### src/rtl/instr_fetch_controller_if.sv
// Instruction memory read bus between the fetch controller (master) and the
// instruction memory (slave): a held request with address, and an ack with data.
interface instr_fetch_controller_if #(
    parameter int N = 32
);
    logic         mem_req;
    logic [N-1:0] mem_addr;
    logic         mem_ack;
    logic [31:0]  mem_rdata;

    modport master (
        output mem_req,
        output mem_addr,
        input  mem_ack,
        input  mem_rdata
    );

    modport slave (
        input  mem_req,
        input  mem_addr,
        output mem_ack,
        output mem_rdata
    );
endinterface

### src/rtl/instr_fetch_controller.sv
// Instruction fetch controller: issues one aligned read per PC value, holds the
// PC stalled until the word is accepted, supports redirect (flush) with
// in-flight data discard, and latches a sticky fault on misalignment or timeout.
module instr_fetch_controller #(
    parameter int N       = 32,
    parameter int TIMEOUT = 16
) (
    input  logic                      clk,
    input  logic                      reset_n,
    input  logic [N-1:0]              pc,
    input  logic                      flush,
    instr_fetch_controller_if.master  mem,
    output logic [31:0]               instruction,
    output logic                      instr_valid,
    output logic                      wait_until_next_cycle_flag,
    output logic                      fetch_error
);

    typedef enum logic [2:0] {
        IDLE    = 3'd0,
        WAIT    = 3'd1,
        DONE    = 3'd2,
        DISCARD = 3'd3,
        ERROR   = 3'd4
    } state_t;

    localparam logic [7:0]  L_TIMEOUT = 8'(TIMEOUT);
    localparam logic [31:0] L_NOP     = 32'h0000_0013;

    state_t       r_state;
    logic [7:0]   r_cnt;
    logic         r_armed;
    logic         r_mem_req;
    logic [N-1:0] r_mem_addr;
    logic [31:0]  r_instruction;
    logic         r_instr_valid;
    logic         r_stall;
    logic         r_fetch_error;

    logic         w_aligned;
    logic [7:0]   w_cnt_inc;
    logic         w_timeout;

    assign w_aligned = (pc[1:0] == 2'b00);
    assign w_cnt_inc = r_cnt + 8'd1;
    // The cycle being counted now is the TIMEOUT-th one without an ack.
    assign w_timeout = (w_cnt_inc == L_TIMEOUT);

    assign mem.mem_req                = r_mem_req;
    assign mem.mem_addr               = r_mem_addr;
    assign instruction                = r_instruction;
    assign instr_valid                = r_instr_valid;
    assign wait_until_next_cycle_flag = r_stall;
    assign fetch_error                = r_fetch_error;

    // Fetch FSM with all outputs registered alongside the state.
    always_ff @(posedge clk or negedge reset_n) begin
        if (!reset_n) begin
            r_state       <= IDLE;
            r_cnt         <= 8'd0;
            r_armed       <= 1'b0;
            r_mem_req     <= 1'b0;
            r_mem_addr    <= '0;
            r_instruction <= L_NOP;
            r_instr_valid <= 1'b0;
            r_stall       <= 1'b1;
            r_fetch_error <= 1'b0;
        end else begin
            // The first edge after reset release only arms the controller, so
            // the first request lands on the second edge.
            r_armed <= 1'b1;
            case (r_state)
                IDLE: begin
                    if (!r_armed) begin
                        r_state <= IDLE;
                    end else if (!w_aligned) begin
                        r_state       <= ERROR;
                        r_fetch_error <= 1'b1;
                    end else if (flush) begin
                        r_state <= IDLE;
                    end else begin
                        r_state    <= WAIT;
                        r_mem_req  <= 1'b1;
                        r_mem_addr <= pc;
                        r_cnt      <= 8'd0;
                    end
                end
                WAIT: begin
                    if (mem.mem_ack) begin
                        r_mem_req <= 1'b0;
                        if (flush) begin
                            // Redirect in the ack cycle: the word is stale.
                            r_state <= IDLE;
                        end else begin
                            r_state       <= DONE;
                            r_instruction <= mem.mem_rdata;
                            r_instr_valid <= 1'b1;
                            r_stall       <= 1'b0;
                        end
                    end else if (w_timeout) begin
                        r_state       <= ERROR;
                        r_mem_req     <= 1'b0;
                        r_fetch_error <= 1'b1;
                    end else begin
                        r_cnt <= w_cnt_inc;
                        if (flush) begin
                            r_state <= DISCARD;
                        end else begin
                            r_state <= WAIT;
                        end
                    end
                end
                DISCARD: begin
                    // The outstanding read must complete before a new one;
                    // flush here has nothing further to cancel.
                    if (mem.mem_ack) begin
                        r_state   <= IDLE;
                        r_mem_req <= 1'b0;
                    end else if (w_timeout) begin
                        r_state       <= ERROR;
                        r_mem_req     <= 1'b0;
                        r_fetch_error <= 1'b1;
                    end else begin
                        r_cnt   <= w_cnt_inc;
                        r_state <= DISCARD;
                    end
                end
                DONE: begin
                    r_state       <= IDLE;
                    r_instr_valid <= 1'b0;
                    r_stall       <= 1'b1;
                end
                ERROR: begin
                    r_state       <= ERROR;
                    r_mem_req     <= 1'b0;
                    r_stall       <= 1'b1;
                    r_fetch_error <= 1'b1;
                end
                default: begin
                    r_state       <= IDLE;
                    r_mem_req     <= 1'b0;
                    r_instr_valid <= 1'b0;
                    r_stall       <= 1'b1;
                end
            endcase
        end
    end

endmodule

### src/flat_wrapper.sv
// flat-port wrapper written by rule: the top's interface ports become plain ports
module instr_fetch_controller_flat 
#(
    parameter int N       = 32,
    parameter int TIMEOUT = 16
)
  (clk, reset_n, pc, flush, instruction, instr_valid, wait_until_next_cycle_flag, fetch_error, mem_mem_req, mem_mem_addr, mem_mem_ack, mem_mem_rdata);
  instr_fetch_controller_if #(.N(N)) mem_i ();
  input  logic clk;
  input  logic reset_n;
  input  logic [N-1:0] pc;
  input  logic flush;
  output logic [31:0] instruction;
  output logic instr_valid;
  output logic wait_until_next_cycle_flag;
  output logic fetch_error;
  output wire logic [$bits(mem_i.mem_req)-1:0] mem_mem_req;
  output wire logic [$bits(mem_i.mem_addr)-1:0] mem_mem_addr;
  input wire logic [$bits(mem_i.mem_ack)-1:0] mem_mem_ack;
  input wire logic [$bits(mem_i.mem_rdata)-1:0] mem_mem_rdata;
  assign mem_mem_req = mem_i.mem_req;
  assign mem_mem_addr = mem_i.mem_addr;
  assign mem_i.mem_ack = mem_mem_ack;
  assign mem_i.mem_rdata = mem_mem_rdata;
  instr_fetch_controller #(.N(N), .TIMEOUT(TIMEOUT)) u_core (.clk(clk), .reset_n(reset_n), .pc(pc), .flush(flush), .mem(mem_i), .instruction(instruction), .instr_valid(instr_valid), .wait_until_next_cycle_flag(wait_until_next_cycle_flag), .fetch_error(fetch_error));
endmodule
### config.mk
export PLATFORM = sky130hd
export DESIGN_NAME = instr_fetch_controller_flat
export DESIGN_NICKNAME = d
export VERILOG_FILES = /design/src/rtl/instr_fetch_controller_if.sv /design/src/rtl/instr_fetch_controller.sv /design/src/flat_wrapper.sv
export SDC_FILE = /design/constraint.sdc
export NUM_CORES = 1
export LEC_CHECK = 0
export CAP_MARGIN = 25
export CORE_UTILIZATION = 45
export DETAILED_ROUTE_END_ITERATION = 8
export PLACE_DENSITY_LB_ADDON = 0.3
export SLEW_MARGIN = 15
export SYNTH_ARGS = -nofsm -noshare
export SYNTH_HDL_FRONTEND = slang
export SYNTH_SLANG_ARGS = --single-unit
### constraint.sdc
create_clock -name clk -period 2.8 [get_ports clk]
set_clock_uncertainty 0.2 [all_clocks]
set_input_delay 0.56 -clock clk [delete_from_list [all_inputs] [get_ports clk]]
set_output_delay 0.56 -clock clk [all_outputs]
set_load 0.02 [all_outputs]
==> metrics.txt <==
Mapped Area=around 0.0032 mm2; setup slack at placement=about 0.4 ns; final setup TNS=0 ns; FF+latch count, synth=80; Worst path max stage delay=0.60 ns; Num CTS Buffers=9; final wirelength=a little over 7000 um; Clock transition at path regs=about 0.080 ns; IO Pins=136; Hold Crit Class=in2async; Final Util=72.3%; grt total ovfl=0; H-tree level count=3; Synth-to-Final Area Change=54.6%; Setup Fix Bufs, Post-CTS=0; First-pass DRT Iterations=4; initial antenna violation count=0; Core Region=0.00679 mm2; largest net degree at the start of global routing=81; PD cells=521 mW/mm2; max-slew violations=0; FILL cells=475; crit path capture type=output pin; startpoint types=flip-flop; WP data required=2.04 ns; final hold viol count=0; Buf+Inv Stages, Crit Path=1; Worst VDD drop=0.000362 V; Worst path top cell family by delay=buffers and inverters; Vias=2302; GPL Wtd Cong=0.807; fmax=449 MHz; Crit-path slowest cell=clkdlybuf4s50_1; Cells after Synth=222; vias in the first global route=2464; Die Width=86.0 um; critical path class=reg2out; Resize count post-CTS=0; Final Power=2.56 mW; Bufs on Longest Clock Path=2; status=completed; residual DRC count=0; P_leak=2.24 nW; post-synthesis cell type count=35; Die Span Y=86.0 um; Fin Hold WS=0.0289 ns; Final setup viols=0; Nets=~430; via density per instance=4.96; FP Rows=30; Final period util=79.6%; crit path DAT=1.47 ns; GRT Overall Usage=20.6%; 1st-iter DRT viols=122; CTS tree=built; die area=about 0.0074 mm2; Syn Nets=roughly 290; antenna cells=0; layout cells sized above 1=25.8%; register area share after synthesis=63.1%; Antenna Violating Nets Remaining=0; storage element area=0.00201 mm2; area of the multi-input gates=0.00112 mm2; first-pass GRT wire length=11700 um; maxcap violations=0; CTS sink cnt=80; DP Wirelength=between 5000 and 6000 um; I/O Buffers=135; syn avg cell area=14.3 um2; Worst-Skew Late Latency=0.34 ns; Post-CTS Hold Fix Bufs=0; worst-path cell chain=clkdlybuf4s50_1; clock root buffer=clkbuf_8; initial core utilization=46.8%; min Tclk post-route=2.23 ns; Wirelength per Cell=15.2 um; synth warn=0; unrepaired setup endpoints after global routing=no; Final Worst Setup Slack=0.572 ns; Critical Path Fanout Max=2
[per-stage QoR]
step / instance area, um2 / cells
global route: 4910 / 464
global placement: 4670 / 448
floorplan: 3180 / 222
finish: 4910 / 464
detailed placement: 4670 / 448
CTS: 4910 / 464
[metal layers]
metal,global-route usage [%],vias to the layer above,part of all wire [%]
met4,7.42,0,1.8
met3,7.60,13,7.6
met2,34.3,80,50
li1,-,1069,-
met1,24.5,1140,40
met5,0,-,0
[area by class of cell]
class,count,area share (%)
flip-flops and latches,80,40.8
clock buffers,11,2.88
well taps,96,2.44
multi-input cells,130,22.7
inverters,4,0.306
clock inverters,5,2.11
repair buffers,138,28.7
[final timing paths]
check	from	endpoint	slack, ns	cells past startpoint
worst min-delay path	reset_n	u_core.mem.mem_addr[29]	0.03	2
worst max-delay path	u_core.wait_until_next_cycle_flag	wait_until_next_cycle_flag	0.57	1
max in group asynchronous	reset_n	u_core.wait_until_next_cycle_flag	2.01	2
worst max register to register	u_core.r_cnt[0]	u_core.r_cnt[4]	0.73	6
min in group clk	u_core.mem.mem_addr[1]	u_core.mem.mem_addr[1]	0.29	1
worst min register to register	u_core.mem.mem_addr[1]	u_core.mem.mem_addr[1]	0.29	1
[layout by cell type (no fill, tap or decap), drive strengths merged, types with 2 or more instances in the layout]
master / instances
clkinv: 2
mux2: 62
dfstp: 4
inv: 4
or2: 3
bufinv: 3
a21oi: 5
a31oi: 6
dfrtp: 76
nand3: 11
and2: 2
nor3: 4
nand2: 7
clkbuf: 11
clkdlybuf4s50: 134
nand2b: 3
buf: 4
nor2: 6
o21ai: 9
[synthesized netlist by cell type, drive strengths merged]
cell,number,area (um2)
or2,3,18.8
and2,2,12.5
nand2b,3,18.8
nor2,6,30.0
a31o,1,8.76
nand4,1,6.26
nand2,7,33.8
or3,1,6.26
and4b,1,10.0
nand3,11,60.1
and2b,1,7.51
o21ai,9,63.8
a31oi,6,37.5
mux2,62,698
and3,1,6.26
inv,4,15.0
nor3,4,20.0
buf,7,35.0
conb,1,3.75
dfstp,4,105
nor2b,1,6.26
clkbuf,1,3.75
o32ai,1,8.76
o31ai,1,7.51
dfrtp,76,1900
ha,1,12.5
a21oi,5,28.8
or4,1,11.3
[power breakdown]
part	leakage, nW	internal (mW)	switching (mW)
Sequential	1.07	1.20	0.0284
Combinational	1.05	0.184	0.124
Clock	0.124	0.617	0.404
[logic make-up (layout without fill, tap and decap cells)]
kind of cell    Yosys count  count (layout)  synth area share, %
flops                    80              80                 63.1
buf+inv                  12             158                 1.69
fa+ha+maj                 1               1                0.394
compound gates           23              23                 4.88
other cells               1               1                0.118
simple gates             43              43                 7.80
mux                      62              62                 22.0
[registers in the layout, indices dropped and copies added, names as in the netlist]
register / count
u_core.instruction: 32
u_core.mem.mem_req: 1
u_core.mem.mem_addr: 32
u_core.r_armed: 1
u_core.r_cnt: 8
u_core.wait_until_next_cycle_flag: 1
u_core.instr_valid: 1
u_core.r_state: 3
u_core.fetch_error: 1
No activity file was read; power rests on OpenSTA's default activity.
